--- config.mk ---
export PLATFORM = sky130hd
export DESIGN_NAME = hazard_stall_ctrl
export DESIGN_NICKNAME = d
export VERILOG_FILES = /design/src/rtl/hazard_stall_ctrl.sv
export SDC_FILE = /design/constraint.sdc
export NUM_CORES = 1
export LEC_CHECK = 0
export BUFFER_PORTS_ARGS = -buffer_cell sky130_fd_sc_hd__buf_4
export CAP_MARGIN = 25
export CORE_UTILIZATION = 40
export DETAILED_ROUTE_END_ITERATION = 10
export PLACE_DENSITY = 0.74
export SLEW_MARGIN = 10
export SYNTH_ARGS = -nofsm -noshare
export SYNTH_HDL_FRONTEND = slang
export SYNTH_SLANG_ARGS = --single-unit
export TNS_END_PERCENT = 20
--- constraint.sdc ---
create_clock -name clk_i -period 4.7 [get_ports clk_i]
set_input_delay 0.47 -clock clk_i [delete_from_list [all_inputs] [get_ports clk_i]]
set_output_delay 0.47 -clock clk_i [all_outputs]
set_load 0.01 [all_outputs]
--- src/rtl/hazard_stall_ctrl.sv ---
// Pipeline sequencing controller: load-use, taken-branch and multi-cycle
// multiply hazards for the 5-stage MIPS pipe, plus a stall-cycle counter.
module hazard_stall_ctrl #(
  parameter int MUL_LAT = 4,
  parameter int CNT_W   = 16
) (
  input  logic             clk_i,
  input  logic             rst_i,
  input  logic             IDEX_MemRead_i,
  input  logic [4:0]       IDEX_RtAddr_i,
  input  logic [4:0]       IFID_RsAddr_i,
  input  logic [4:0]       IFID_RtAddr_i,
  input  logic             IFID_UsesRt_i,
  input  logic             Branch_i,
  input  logic             EX_MulOp_i,
  output logic             PCWrite_o,
  output logic             IFIDWrite_o,
  output logic             IFIDFlush_o,
  output logic             IDEXWrite_o,
  output logic             IDEXBubble_o,
  output logic             EXMEMBubble_o,
  output logic             MulBusy_o,
  output logic [CNT_W-1:0] StallCnt_o
);

  localparam logic [0:0] S_IDLE = 1'b0;
  localparam logic [0:0] S_BUSY = 1'b1;
  localparam logic [3:0] CNT_INIT = 4'(MUL_LAT - 2);

  logic [0:0]       r_state;
  logic [0:0]       w_state_nxt;
  logic [3:0]       r_cnt;
  logic [3:0]       w_cnt_nxt;
  logic [CNT_W-1:0] r_stall_cnt;
  logic             w_mul_stall;
  logic             w_load_use;
  logic             w_flush;
  logic             w_rs_hit;
  logic             w_rt_hit;

  // IDLE entry counts as the first stall cycle, hence MUL_LAT-2 preload
  always_comb begin
    w_state_nxt = r_state;
    w_cnt_nxt   = r_cnt;
    w_mul_stall = 1'b0;
    case (r_state)
      S_IDLE: begin
        if (EX_MulOp_i) begin
          w_mul_stall = 1'b1;
          w_cnt_nxt   = CNT_INIT;
          w_state_nxt = S_BUSY;
        end
      end
      S_BUSY: begin
        if (r_cnt != 4'd0) begin
          w_mul_stall = 1'b1;
          w_cnt_nxt   = r_cnt - 4'd1;
        end else begin
          w_state_nxt = S_IDLE;
        end
      end
      default: w_state_nxt = S_IDLE;
    endcase
    if (rst_i) begin
      w_mul_stall = 1'b0;
    end
  end

  always_ff @(posedge clk_i) begin
    if (rst_i) begin
      r_state <= S_IDLE;
      r_cnt   <= 4'd0;
    end else begin
      r_state <= w_state_nxt;
      r_cnt   <= w_cnt_nxt;
    end
  end

  assign w_rs_hit = (IDEX_RtAddr_i == IFID_RsAddr_i);
  assign w_rt_hit = IFID_UsesRt_i &&
                    (IDEX_RtAddr_i == IFID_RtAddr_i);

  assign w_load_use = !rst_i && !w_mul_stall &&
                      IDEX_MemRead_i &&
                      (IDEX_RtAddr_i != 5'd0) &&
                      (w_rs_hit || w_rt_hit);

  assign w_flush = !rst_i && Branch_i &&
                   !w_mul_stall && !w_load_use;

  assign PCWrite_o     = !(w_mul_stall || w_load_use);
  assign IFIDWrite_o   = !(w_mul_stall || w_load_use);
  assign IDEXWrite_o   = !w_mul_stall;
  assign IDEXBubble_o  = w_load_use;
  assign EXMEMBubble_o = w_mul_stall;
  assign IFIDFlush_o   = w_flush;
  assign MulBusy_o     = (r_state == S_BUSY) && !rst_i;
  assign StallCnt_o    = r_stall_cnt;

  always_ff @(posedge clk_i) begin
    if (rst_i) begin
      r_stall_cnt <= '0;
    end else if (!PCWrite_o && (r_stall_cnt != '1)) begin
      r_stall_cnt <= r_stall_cnt + 1'b1;
    end
  end

endmodule

* Word-level counts from Yosys, hierarchy flattened
Index checks and enable logic that the tools add are counted.
Operators by class: $add $sub $neg 2, equality and inequality tests 5, muxes and demuxes 7, bitwise operators 1, reduce and logical (&&, ||, !) cells 19
Operators by type and width (number):
- 16-bit by 1-bit adder with 16-bit output (second input constant) | 1
- 16-bit != test (second input constant) | 1
- 5-bit == test | 2
- 1-bit logical AND | 10
- 4-bit two-way mux | 2
- 4-bit one-hot mux with 2 select lines | 1
- 5-bit nonzero test | 1
- 1-bit logical NOT | 4
- 4-bit nonzero test | 1
- 4-bit by 1-bit subtractor with 4-bit output (second input constant) | 1
- 1-bit two-way mux | 3
- 1-bit logical OR | 2
- 2-bit by 1-bit != test with 1-bit output (second input constant) | 1
- 2-bit != test (second input constant) | 1
- 1-bit one-hot mux with 2 select lines | 1
- 2-bit AND reduction | 1
- 1-bit inverter | 1
Word-level totals: flip-flop bits (word level) 21, input port bits 21, output and inout port bits 23, logic and storage cells 37

* Logic depth before layout (Yosys ltp)
Gate-level depths: netlist of the first run.
word-level depth 11, depth in mapped cells 9

* Worst setup path before layout of the first run
No wires, ideal clock.
kind input to output, from input IDEX_RtAddr_i[1], to output PCWrite_o, arrival 1.894 ns, data required time 4.230 ns, slack 2.336 ns, cell stages on the path 5, buffers on the path 1, path through or4_1 > o21ai_2 > nor2_1 > o21ai_0 > buf_4
On the way: longest elaborated chain between the ends 6, elaborated cells on any way between the ends 9
Ends and longest elaborated chain:
- from (decl) | line 10 | input logic [4:0] IDEX_RtAddr_i,
- 5-bit == test | line 81 | (IDEX_RtAddr_i == IFID_RtAddr_i);
- 1-bit logical AND | line 80 | assign w_rt_hit = IFID_UsesRt_i &&
- 1-bit logical OR | line 86 | (w_rs_hit || w_rt_hit);
- 1-bit logical AND (*) | line 85 | (IDEX_RtAddr_i != 5'd0) &&
- 1-bit logical OR (*)
- 1-bit logical NOT (*)
- to (decl) | line 16 | output logic PCWrite_o,
Mark *: on every way between the ends. The rest lies on a longest branch, timed or not.

* Final worst setup path of the first run
from register r_cnt[0], to output IFIDWrite_o
On the way: longest elaborated chain between the ends 11
Ends and longest elaborated chain:
- from (decl) | line 32 | logic [3:0] r_cnt;
- from (signal assigned) | line 75 | r_cnt <= w_cnt_nxt;
- 4-bit nonzero test (*) | line 55 | if (r_cnt != 4'd0) begin
- 1-bit two-way mux (*) | line 55
- 1-bit one-hot mux with 2 select lines (*) | line 46 | case (r_state)
- 1-bit two-way mux (*) | line 64 | if (rst_i) begin
- 1-bit logical NOT | line 83 | assign w_load_use = !rst_i && !w_mul_stall &&
- 1-bit logical AND (2 in a row) | line 83
- 1-bit logical AND | line 84 | IDEX_MemRead_i &&
- 1-bit logical AND | line 85
- 1-bit logical OR (*) | line 92 | assign IFIDWrite_o = !(w_mul_stall || w_load_use);
- 1-bit logical NOT (*) | line 92
- to (decl) | line 17 | output logic IFIDWrite_o,
Marked as above.

==> summary.txt, run 1 <==
Clock tree
  – Hold buffers post-CTS: 0
  – H-tree depth: 1
  – TritonCTS clock tree: done
  – CTS sink count: 21
  – Reg clk slew, reported paths: 0.12 ns
  – # Post-CTS Setup Buffers: 0
  – Clock Tree Root: clkbuf_4
  – CTS buffer count: 3
  – Clock Latency Late Sink: 0.31 ns
  – Maximum buffer depth of the clock tree: 2
  – PostCTS Resize Cnt: 0

Critical path
  – R2r worst-path depth: 8
  – Slowest stage cell, crit path: or3b_4
  – Worst Path Max Fanout: 9
  – Critical-path cell list: inv_1, ha_1, or3b_4, a21o_1, o21ai_0, buf_4
  – WP buf/inv: 2
  – CP peak stage delay: 0.41 ns
  – Crit end category: output pin
  – Crit path kind: reg -> out
  – Crit start category: flop
  – Family with the most delay on the worst path: compound AO/OA/AOI/OAI gates
  – Crit path depth: 6
  – Critical Path AT: 2.12 ns
  – Crit path required time: around 4.2 ns

Cells and area
  – # diodes: 0
  – Post-Layout Inst Area: 0.00164 mm²
  – Commonest non-fill, non-tap cells in the layout: buf_4, dfxtp_1, nor2_1
  – Most common cell after layout, fill and taps aside: buf_4
  – Nets: about 220
  – Layout cells sized above 1: 0.318
  – Area Overhead vs Synth: 29.6%

Detailed routing
  – Router iterations before antenna repair: 4
  – Post-Route WL: around 3 mm
  – Via count: around 1.3k
  – Drt via density: ~5.4
  – WL/cell: between 10 and 15 µm
  – DRC: 0
  – Remaining antenna violation count: 0
  – Iter 0 DRT Violations: 65

Floorplan
  – Die extent in x: 58.3 µm
  – Core area: between 0.003 and 0.004 mm²
  – Die Area: ~0.0034 mm²
  – Overall die height: about 60 µm
  – I/O Pins: 44
  – # rows: 20
  – Starting Density: 0.419

STA
  – Clk_skew: 0.00846 ns
  – Relative slew slack: 0.589
  – Worst Slack Setup Final: 2.11 ns
  – Worst slew pin tran: around 0.62 ns
  – TNS Setup: 0 ns
  – Final setup fails: 0
  – Period utilization: 0.551
  – Post-layout min period: 2.59 ns
  – Slew Viols, Final: 0
  – Peak Freq: just under 0.4 GHz
  – Fin. Hold Viols: 0
  – RSZ-0062 raised after global routing: false

Synthesis
  – Synthesis Warnings: 0
  – Post-Syn Area: between 0.001 and 0.0015 mm²
  – Number of enable flip-flop cells after synthesis: 0
  – Syn Nets: around 170
  – Mapped Avg Cell Area: roughly 8.5 µm²
  – Sequential area share after synthesis: 0.331
  – Top_reg_cell synth: dfxtp_1
  – Synth async-reset ratio: 0
  – Cells after Synth: 150
  – Yosys reg bits: 21
  – Netlist cell types: 46

Place
  – IO buf count: 43
  – Final Wtd Congestion: just over 0.8
  – Pre-CTS setup slack: between 2 and 2.5 ns
  – Hpwl dp: 2.33 mm
  – DP Area: roughly 0.0016 mm²

Min path
  – Hold/Removal Path Class: reg -> reg
  – Cells on Worst Hold Path: 2

Pwr
  – Leak: about 0.00063 µW
  – PwrDens: 216 mW/mm²
  – Maximum vdd drop: approximately 140 µV

Global route
  – Total gr overflow: 0
  – Antenna violations before repair: 0
  – Largest net degree at the start of global routing: 30
  – Vias in the first global route: about 1.2k
  – First-pass GRT wire length: approximately 5.0 mm
  – GRT Resource Usage Total: 0.187

Job
  – Maximum Capacitance Violations: 0

Run status
  – Outcome: completed
[cells in the mapped netlist, types with 3 or more instances]
library cell | n | area share
nor4_1 | 5 | 0.025
inv_1 | 6 | 0.018
xor2_1 | 3 | 0.021
a21oi_1 | 8 | 0.032
dfxtp_1 | 21 | 0.33
nand4_1 | 3 | 0.015
nand3_1 | 10 | 0.039
or3_1 | 4 | 0.020
nand2_1 | 10 | 0.030
xnor2_1 | 10 | 0.069
or4_1 | 5 | 0.030
nor3_1 | 3 | 0.012
o31ai_1 | 5 | 0.030
nor2_1 | 11 | 0.033
o21ai_0 | 5 | 0.020
ha_1 | 3 | 0.030
[power breakdown]
group / switching (µW) / internal [µW] / total (µW) / leakage (µW)
sequential: 5.53 / 182 / 188 / 0.000170
clock: 55.3 / 31.7 / 87.0 / 0.0000177
combinational: 40.9 / 38.7 / 79.6 / 0.000445
[stage by stage]
step                      power, µW  utilization  cells  hold slack (ns)
after detailed placement        271        0.534    232            0.489
final                           354        0.543    236            0.512
after floorplan                 241            -    150            0.478
after CTS                       360        0.543    236            0.505
after global placement          268        0.534    232            0.481
after global routing            372        0.543    236            0.518
[worst reg2reg max path: stages (launching register included)]
cell,delay [ns]
dfxtp_1,0.42
inv_1,0.09
ha_1,0.19
or3b_4,0.26
a21oi_2,0.09
a221oi_2,0.34
o21ai_2,0.24
or4_1,0.51
a21oi_1,0.14
[worst paths after layout]
check,startpoint,end,slack [ns]
worst min register to register,StallCnt_o[15],StallCnt_o[15],0.51
worst max register to register,r_cnt[0],StallCnt_o[10],2.37
worst max-delay path,r_cnt[0],IFIDWrite_o,2.11
worst min-delay path,StallCnt_o[15],StallCnt_o[15],0.51
[per-layer routing]
layer | track usage | up-vias | routed length [µm]
met4 | 0.0544 | 0 | 26
li1 | - | 645 | -
met1 | 0.237 | 597 | 1360
met2 | 0.320 | 39 | 1530
met3 | 0.0396 | 4 | 128
met5 | 0 | - | 0
[final cells by class]
class                      instances  area [µm²]
sequential                        21         420
timing repair buffer              43         323
clock buffer                       3        22.5
multi-input combinational        118         796
tap                               44        55.1
clock inverter                     1        5.00
inverter                           6        22.5
fill                             299        1380
[state kept, by name, summed over array words and instances, names as in the netlist]
name / cells
r_cnt: 4
StallCnt_o: 16
r_state: 1
[cells by family (layout without fill, tap and decap cells)]
| group | after synthesis | after routing | share of synthesized area |
|---|---|---|---|
| AO/OA/AOI/OAI | 36 | 36 | 0.209 |
| multiplexers | 3 | 3 | 0.0256 |
| buffers and inverters | 11 | 53 | 0.0414 |
| AND/OR/NAND/NOR | 63 | 63 | 0.273 |
| flip-flops | 21 | 21 | 0.331 |
| adder cells (fa/ha/maj) | 3 | 3 | 0.0296 |
| XOR/XNOR | 13 | 13 | 0.0897 |
(Power assumes the default switching activity.)
==> run 2, diff against run 1 <==
--- a/config.mk
+++ b/config.mk
@@ -5,11 +5,12 @@
 export SDC_FILE = /design/constraint.sdc
 export NUM_CORES = 1
 export LEC_CHECK = 0
+export ABC_AREA = 1
 export BUFFER_PORTS_ARGS = -buffer_cell sky130_fd_sc_hd__buf_4
 export CAP_MARGIN = 25
 export CORE_UTILIZATION = 40
 export DETAILED_ROUTE_END_ITERATION = 10
-export PLACE_DENSITY = 0.74
+export PLACE_DENSITY = 0.75
 export SLEW_MARGIN = 10
 export SYNTH_ARGS = -nofsm -noshare
 export SYNTH_HDL_FRONTEND = slang
==> constraint.sdc (replaced) <==
create_clock -name clk_i -period 2.2 [get_ports clk_i]
set_input_delay 0.22 -clock clk_i [delete_from_list [all_inputs] [get_ports clk_i]]
set_output_delay 0.22 -clock clk_i [all_outputs]
set_load 0.01 [all_outputs]
==> run 2 against run 1 <==
  * Via count is 22% higher
  * Global-route usage decreased by 1.8 points
  * Synthesized cell count rose by 63%
  * Register-to-register slack got worse by 1.9 ns
  * Critical path depth increased by 4
  * Combinational power rose to 3.1 times the previous value
  * Cell area grew 12%
  * Sequential power increased by 120%
  * Count of clock-buffer cells in the layout up 1
  * First-iteration DRC count grew 38%
  * Flip-flop and latch count did not move
  * Die area grew 16%
  * Critical path type unchanged
==> summary.txt, run 2 <==
Min path
  – Worst Hold End: r_cnt[3]
  – Cells on Worst Hold Path: 2 (unchanged)
  – Hold Startpoint: rst_i
  – Hold/Removal Path Class: in -> reg

Synthesis
  – Number of enable flip-flop cells after synthesis: 0 (unchanged)
  – Synth area leader: dfxtp_1
  – Synth top cells by count: nand2_1, nor2_1, inv_1
  – Netlist cell types: 25 (-46%)
  – Sequential area share after synthesis: 0.285 (-0.0469)
  – Synth top area share: 0.285 (-0.0469)
  – Top post-synthesis cells by area: dfxtp_1, nand2_1, nor2_1, inv_1, nand3_1
  – Cells after Synth: 244 (+63%)
  – Post-Syn Area: 0.00148 mm² (+16%)
  – Synth async-reset ratio: 0 (unchanged)
  – Yosys reg bits: 21 (unchanged)
  – Top-count cell post-synth: nand2_1
  – Synthesis Warnings: 0 (unchanged)
  – Syn Nets: 268 (+54%)
  – Mapped Avg Cell Area: 6.06 µm² (-28%)
  – Top_reg_cell synth: dfxtp_1

Detailed routing
  – Drt via density: 4.71 (-14%)
  – Via count: 1563 (+22%)
  – Post-Route WL: 3.14 mm (+2.9%)
  – Remaining antenna violation count: 0 (unchanged)
  – Iter 0 DRT Violations: 90 (+38%)
  – Router iterations before antenna repair: 4 (unchanged)
  – WL/cell: 9.45 µm (-27%)
  – DRC: 0 (unchanged)

Global route
  – Total gr overflow: 0 (unchanged)
  – First-pass GRT wire length: 5.49 mm (+9.0%)
  – GRT Resource Usage Total: 0.169 (-0.0178)
  – Antenna violations before repair: 0 (unchanged)
  – Largest net degree at the start of global routing: 32 (+6.7%)
  – Vias in the first global route: 1337 (+12%)

Critical path
  – Critical-path cell list: inv_1, ha_1, nand4_1, nand2_2, nand2_4, nor2_2, nand2_2, nand2_8, inv_1, buf_4
  – Crit path kind: reg -> out
  – R2r worst-path depth: 10 (+2)
  – Reg2reg start: StallCnt_o[0]
  – Critical Path AT: 1.78 ns (-0.34 ns)
  – Family with the most delay on the worst path: simple AND/OR/NAND/NOR gates
  – WP buf/inv: 3 (+1)
  – Crit path required time: 1.98 ns (-2.25 ns)
  – Crit end category: output pin
  – Reg2reg setup slack: 0.51 ns (-1.86 ns)
  – Worst Path Max Fanout: 31 (+22)
  – CP peak stage delay: 0.32 ns (-0.09 ns)
  – Worst r2r dst: StallCnt_o[15]
  – Crit start category: flop
  – Slowest stage cell, crit path: dfxtp_1

STA
  – Final setup fails: 0 (unchanged)
  – Worst slew pin tran: 0.325 ns (-0.291 ns)
  – Post-layout min period: 2.00 ns
  – Period utilization: 0.909
  – Clk_skew: 0.00392 ns (-0.00453 ns)
  – Slew Viols, Final: 0 (unchanged)
  – Peak Freq: between 0.5 and 0.6 GHz
  – Relative slew slack: 0.781 (+0.192)
  – Fin. Hold Viols: 0 (unchanged)
  – RSZ-0062 raised after global routing: false
  – TNS Setup: 0 ns (unchanged)

Floorplan
  – Die Area: 0.00394 mm² (+16%)
  – I/O Pins: 44 (unchanged)
  – # rows: 21 (+5.0%)
  – Die extent in x: 62.8 µm (+7.6%)
  – Starting Density: 0.429 (+0.0103)
  – Core area: 0.00344 mm² (+14%)
  – Overall die height: 62.8 µm (+7.6%)

Cells and area
  – Final Util: 0.537 (-0.00608)
  – Most common cell after layout, fill and taps aside: nand2_1
  – Layout cells sized above 1: 0.206 (-0.111)
  – Area Overhead vs Synth: 25.1%
  – Post-Layout Inst Area: 0.00185 mm² (+12%)
  – # diodes: 0 (unchanged)
  – Commonest non-fill, non-tap cells in the layout: nand2_1, buf_4, nor2_1
  – Max FFs per register: 16 (unchanged)
  – Final std cells w/o fill: 332 (+41%)
  – Fill cells: 360 (+20%)
  – Nets: 311 (+43%)

Clock tree
  – CTS buffer count: 3 (unchanged)
  – # Post-CTS Setup Buffers: 0 (unchanged)
  – Clock Tree Root: clkbuf_8
  – TritonCTS clock tree: done
  – Maximum buffer depth of the clock tree: 2 (unchanged)
  – CTS sink count: 21 (unchanged)
  – Clock Latency Late Sink: 0.26 ns (-0.05 ns)
  – H-tree depth: 1 (unchanged)
  – Reg clk slew, reported paths: 0.07 ns (-0.05 ns)

Pwr
  – Clock Power Share: 0.273 (+0.027)
  – Combinational power share: 0.272 (+0.047)
  – Maximum vdd drop: 415 µV (+190%)
  – Leak: 0.000949 µW (+50%)
  – P_sw: 274 µW (+170%)
  – PwrDens: 493 mW/mm² (+130%)
  – Share of power burned in registers: 0.455 (-0.075)
  – Internal power: 637 µW (+150%)
  – Sw frac: 0.300 (+0.0134)

Job
  – Maximum Capacitance Violations: 0 (unchanged)

Place
  – Placed insts: 328 (+41%)
  – IO buf count: 43 (unchanged)
  – Hpwl dp: 2.40 mm (+3.3%)
  – Final Wtd Congestion: 0.808 (-2.3%)
  – DP Area: 0.00179 mm² (+11%)

Run status
  – Outcome: completed
[run 2: cell families (layout without fill, tap and decap cells)]
family                     Yosys count  count (layout)  share of synthesized area
xor gates and xnor gates             4               4                     0.0237
adders and majority gates            3               3                     0.0254
AOI/OAI and AO/OA                   21              21                     0.0737
and+or+nand+nor                    153             153                      0.454
DFF                                 21              21                      0.285
buffers and inverters               42              84                      0.139
[run 2: final cells by class]
cell class                 count  area (µm²)  share of cell area
tap                           46        57.6              0.0311
inverter                      37         141              0.0765
sequential                    21         420               0.227
timing repair buffer          43         323               0.175
multi-input combinational    181         861               0.466
clock buffer                   4        45.0              0.0244
[run 2: power by group through the flow]
stage	Clock [µW]	Sequential, µW	Combinational [µW]
2_1_floorplan	0	424	177
3_3_place_gp	0	422	240
3_5_place_dp	0	423	244
4_1_cts	264	415	245
5_1_grt	277	418	277
6_report	249	414	248
[run 2: timing repair]
action	in CTS	in global routing
resized for setup	0	1
setup endpoints to repair	0	2
hold buffers	0	0
[run 2: worst max-delay path by stage]
stage,startpoint,end,depth (start not counted)
floorplan,r_cnt[0],PCWrite_o,11
global placement,r_cnt[0],PCWrite_o,10
detailed placement,r_cnt[0],IFIDWrite_o,10
CTS,r_cnt[0],IFIDWrite_o,10
finish,r_cnt[0],IFIDWrite_o,10
global route,r_cnt[1],IFIDWrite_o,10
[run 2: through the flow]
step / worst slack [ns] / total power [µW] / hold WS (ns)
finish: 0.200 / 911 / 0.171
floorplan: 0.584 / 600 / 0.289
global placement: 0.491 / 662 / 0.433
detailed placement: 0.409 / 667 / 0.440
global route: 0.0565 / 972 / 0.156
CTS: 0.116 / 924 / 0.159
[run 2: per-layer routing]
metal / part of all wire / global-route usage
met5: 0 / 0
met4: 0.0045 / 0.0320
met3: 0.067 / 0.0584
met2: 0.46 / 0.293
met1: 0.47 / 0.201
==> run 3, diff against run 2 <==
--- a/config.mk
+++ b/config.mk
@@ -8,9 +8,11 @@
 export ABC_AREA = 1
 export BUFFER_PORTS_ARGS = -buffer_cell sky130_fd_sc_hd__buf_4
 export CAP_MARGIN = 25
-export CORE_UTILIZATION = 40
+export CELL_PAD_IN_SITES_DETAIL_PLACEMENT = 0
+export CELL_PAD_IN_SITES_GLOBAL_PLACEMENT = 1
+export CORE_UTILIZATION = 31
 export DETAILED_ROUTE_END_ITERATION = 10
-export PLACE_DENSITY = 0.75
+export PLACE_DENSITY = 0.83
 export SLEW_MARGIN = 10
 export SYNTH_ARGS = -nofsm -noshare
 export SYNTH_HDL_FRONTEND = slang
==> run 3 against run 2 <==
  * Sequential share of layout area decreased by 0.092 points
  * Critical path depth unchanged
  * Sequential power about the same
  * Count of clock-buffer cells in the layout unchanged
  * Final cell count increased by 1.8%
  * Via count decreased by 1.9%
  * Critical path type unchanged
  * Clock skew about the same
  * Die area increased by 28%
  * Wire length increased by 5.8%
  * Cell area increased by 0.41%
  * Largest cell class unchanged
  * Combinational power about the same
  * Global-route usage decreased by 2.3 points
==> summary.txt, run 3 (synthesized netlist as in run 2, its figures left out) <==
Floorplan
  – I/O Pins: 44 (unchanged)
  – Die extent in x: 71.0 µm (+13%)
  – Die Area: 0.00505 mm² (+28%)
  – # rows: 24 (+14%)
  – Core area: 0.00447 mm² (+30%)
  – Overall die height: 71.0 µm (+13%)
  – Starting Density: 0.330 (-0.0990)

Global route
  – GRT Resource Usage Total: 0.146 (-0.0234)
  – Largest net degree at the start of global routing: 32 (unchanged)
  – Vias in the first global route: 1430 (+7.0%)
  – First-pass GRT wire length: 6.02 mm (+9.7%)
  – Total gr overflow: 0 (unchanged)
  – Antenna violations before repair: 0 (unchanged)

Detailed routing
  – WL/cell: 9.82 µm (+3.9%)
  – DRC: 0 (unchanged)
  – Router iterations before antenna repair: 7 (+3)
  – Drt via density: 4.54 (-3.7%)
  – Via count: 1533 (-1.9%)
  – Remaining antenna violation count: 0 (unchanged)
  – Post-Route WL: 3.32 mm (+5.8%)
  – Iter 0 DRT Violations: 93 (+3.3%)

Place
  – Final Wtd Congestion: 0.862 (+6.7%)
  – Placed insts: 334 (+1.8%)
  – Hpwl dp: 2.59 mm (+7.6%)
  – IO buf count: 43 (unchanged)

STA
  – Worst slew pin tran: 0.377 ns (+0.0517 ns)
  – Peak Freq: 0.504 GHz (+0.86%)
  – TNS Setup: 0 ns (unchanged)
  – Slew Viols, Final: 0 (unchanged)
  – Post-layout min period: 1.98 ns (-0.0171 ns)
  – Final setup fails: 0 (unchanged)
  – Fin. Hold Viols: 0 (unchanged)
  – Hold Slack: 0.165 ns (-0.00651 ns)
  – Relative slew slack: 0.747 (-0.0348)
  – RSZ-0062 raised after global routing: false
  – Clk_skew: 0.00393 ns (+0.0000105 ns)
  – Period utilization: 0.901 (-0.00776)

Cells and area
  – Final std cells w/o fill: 338 (+1.8%)
  – Layout cells sized above 1: 0.206 (unchanged)
  – Fill cells: 497 (+38%)
  – Commonest non-fill, non-tap cells in the layout: nand2_1, buf_4, nor2_1
  – Final Util: 0.415 (-0.122)
  – Nets: 311 (unchanged)
  – Max FFs per register: 16 (unchanged)
  – Area Overhead vs Synth: 25.6%
  – # diodes: 0 (unchanged)
  – Most common cell after layout, fill and taps aside: nand2_1

Critical path
  – Worst Path Max Fanout: 31 (unchanged)
  – Critical Path AT: 1.76 ns (-0.02 ns)
  – WP buf/inv: 3 (unchanged)
  – CP peak stage delay: 0.32 ns (about the same)
  – Crit path kind: reg -> out
  – Critical-path cell list: inv_1, ha_1, nand4_1, nand2_2, nand2_4, nor2_2, nand2_2, nand2_8, inv_1, buf_4
  – Crit start category: flop
  – Slowest stage cell, crit path: dfxtp_1
  – Crit path required time: 1.98 ns (about the same)
  – Family with the most delay on the worst path: simple AND/OR/NAND/NOR gates
  – Crit end category: output pin

Clock tree
  – TritonCTS clock tree: done
  – CTS sink count: 21 (unchanged)
  – H-tree depth: 1 (unchanged)
  – CTS buffer count: 3 (unchanged)
  – Maximum buffer depth of the clock tree: 2 (unchanged)
  – Clock Latency Late Sink: 0.26 ns (about the same)
  – Reg clk slew, reported paths: 0.07 ns (about the same)
  – Clock Tree Root: clkbuf_8

Min path
  – Hold/Removal Path Class: in -> reg

Pwr
  – Maximum vdd drop: 389 µV (-6.1%)
  – Leak: 0.000949 µW (unchanged)
  – PwrDens: 493 mW/mm² (about the same)

Run status
  – Outcome: completed

Job
  – Maximum Capacitance Violations: 0 (unchanged)
[run 3: cell counts in the layout (fill, tap and decap cells not counted)]
Identical to the previous run, type by type.
[run 3: worst register-to-register path, delay by kind of cell (launching register included)]
kind                       cells  cell delay, ns
adders and majority gates      1            0.21
and+or+nand+nor                8            0.87
DFF                            1            0.41
AOI/OAI and AO/OA              1            0.15
[run 3: cell type report]
| type | instances | area [µm²] | area share |
|---|---|---|---|
| multi-input cells | 181 | 861 | 0.464 |
| flip-flops and latches | 21 | 420 | 0.227 |
| repair buffers | 43 | 323 | 0.174 |
| inverters | 37 | 141 | 0.0762 |
| well taps | 52 | 65.1 | 0.0351 |
| clock buffers | 4 | 45.0 | 0.0243 |
[run 3: path summary, 6_finish.rpt]
check,cells after the start,start,slack (ns),end
max,10,r_cnt[0],0.22,PCWrite_o
min,2,rst_i,0.16,r_cnt[3]
max reg2reg,10,StallCnt_o[0],0.46,StallCnt_o[15]
min reg2reg,1,r_cnt[0],0.45,r_cnt[0]
[run 3: what timing repair did]
action	CTS	global route
setup endpoints to repair	0	2
resized for setup	0	1
hold buffers	0	0
buffers inserted	0	0
[run 3: per-stage QoR]
step	area [µm²]	total power, µW	worst slack, ns
3_5_place_dp	1800	667	0.402
3_3_place_gp	1800	664	0.467
6_report	1860	915	0.217
5_1_grt	1860	987	0.0443
4_1_cts	1850	931	0.110
2_1_floorplan	1480	600	0.584
[run 3: per-layer routing]
layer / vias to the layer above / global-route usage / share of wire
met4: 0 / 0.0200 / 0.0024
met3: 2 / 0.0385 / 0.054
met1: 656 / 0.185 / 0.49
met2: 35 / 0.254 / 0.45
met5: - / 0 / 0
li1: 840 / - / -
[run 3: power by group]
group / leakage [µW] / switching (µW) / internal (µW)
Sequential: 0.000171 / 14.9 / 399
Combinational: 0.000755 / 137 / 109
Clock: 0.0000228 / 126 / 129
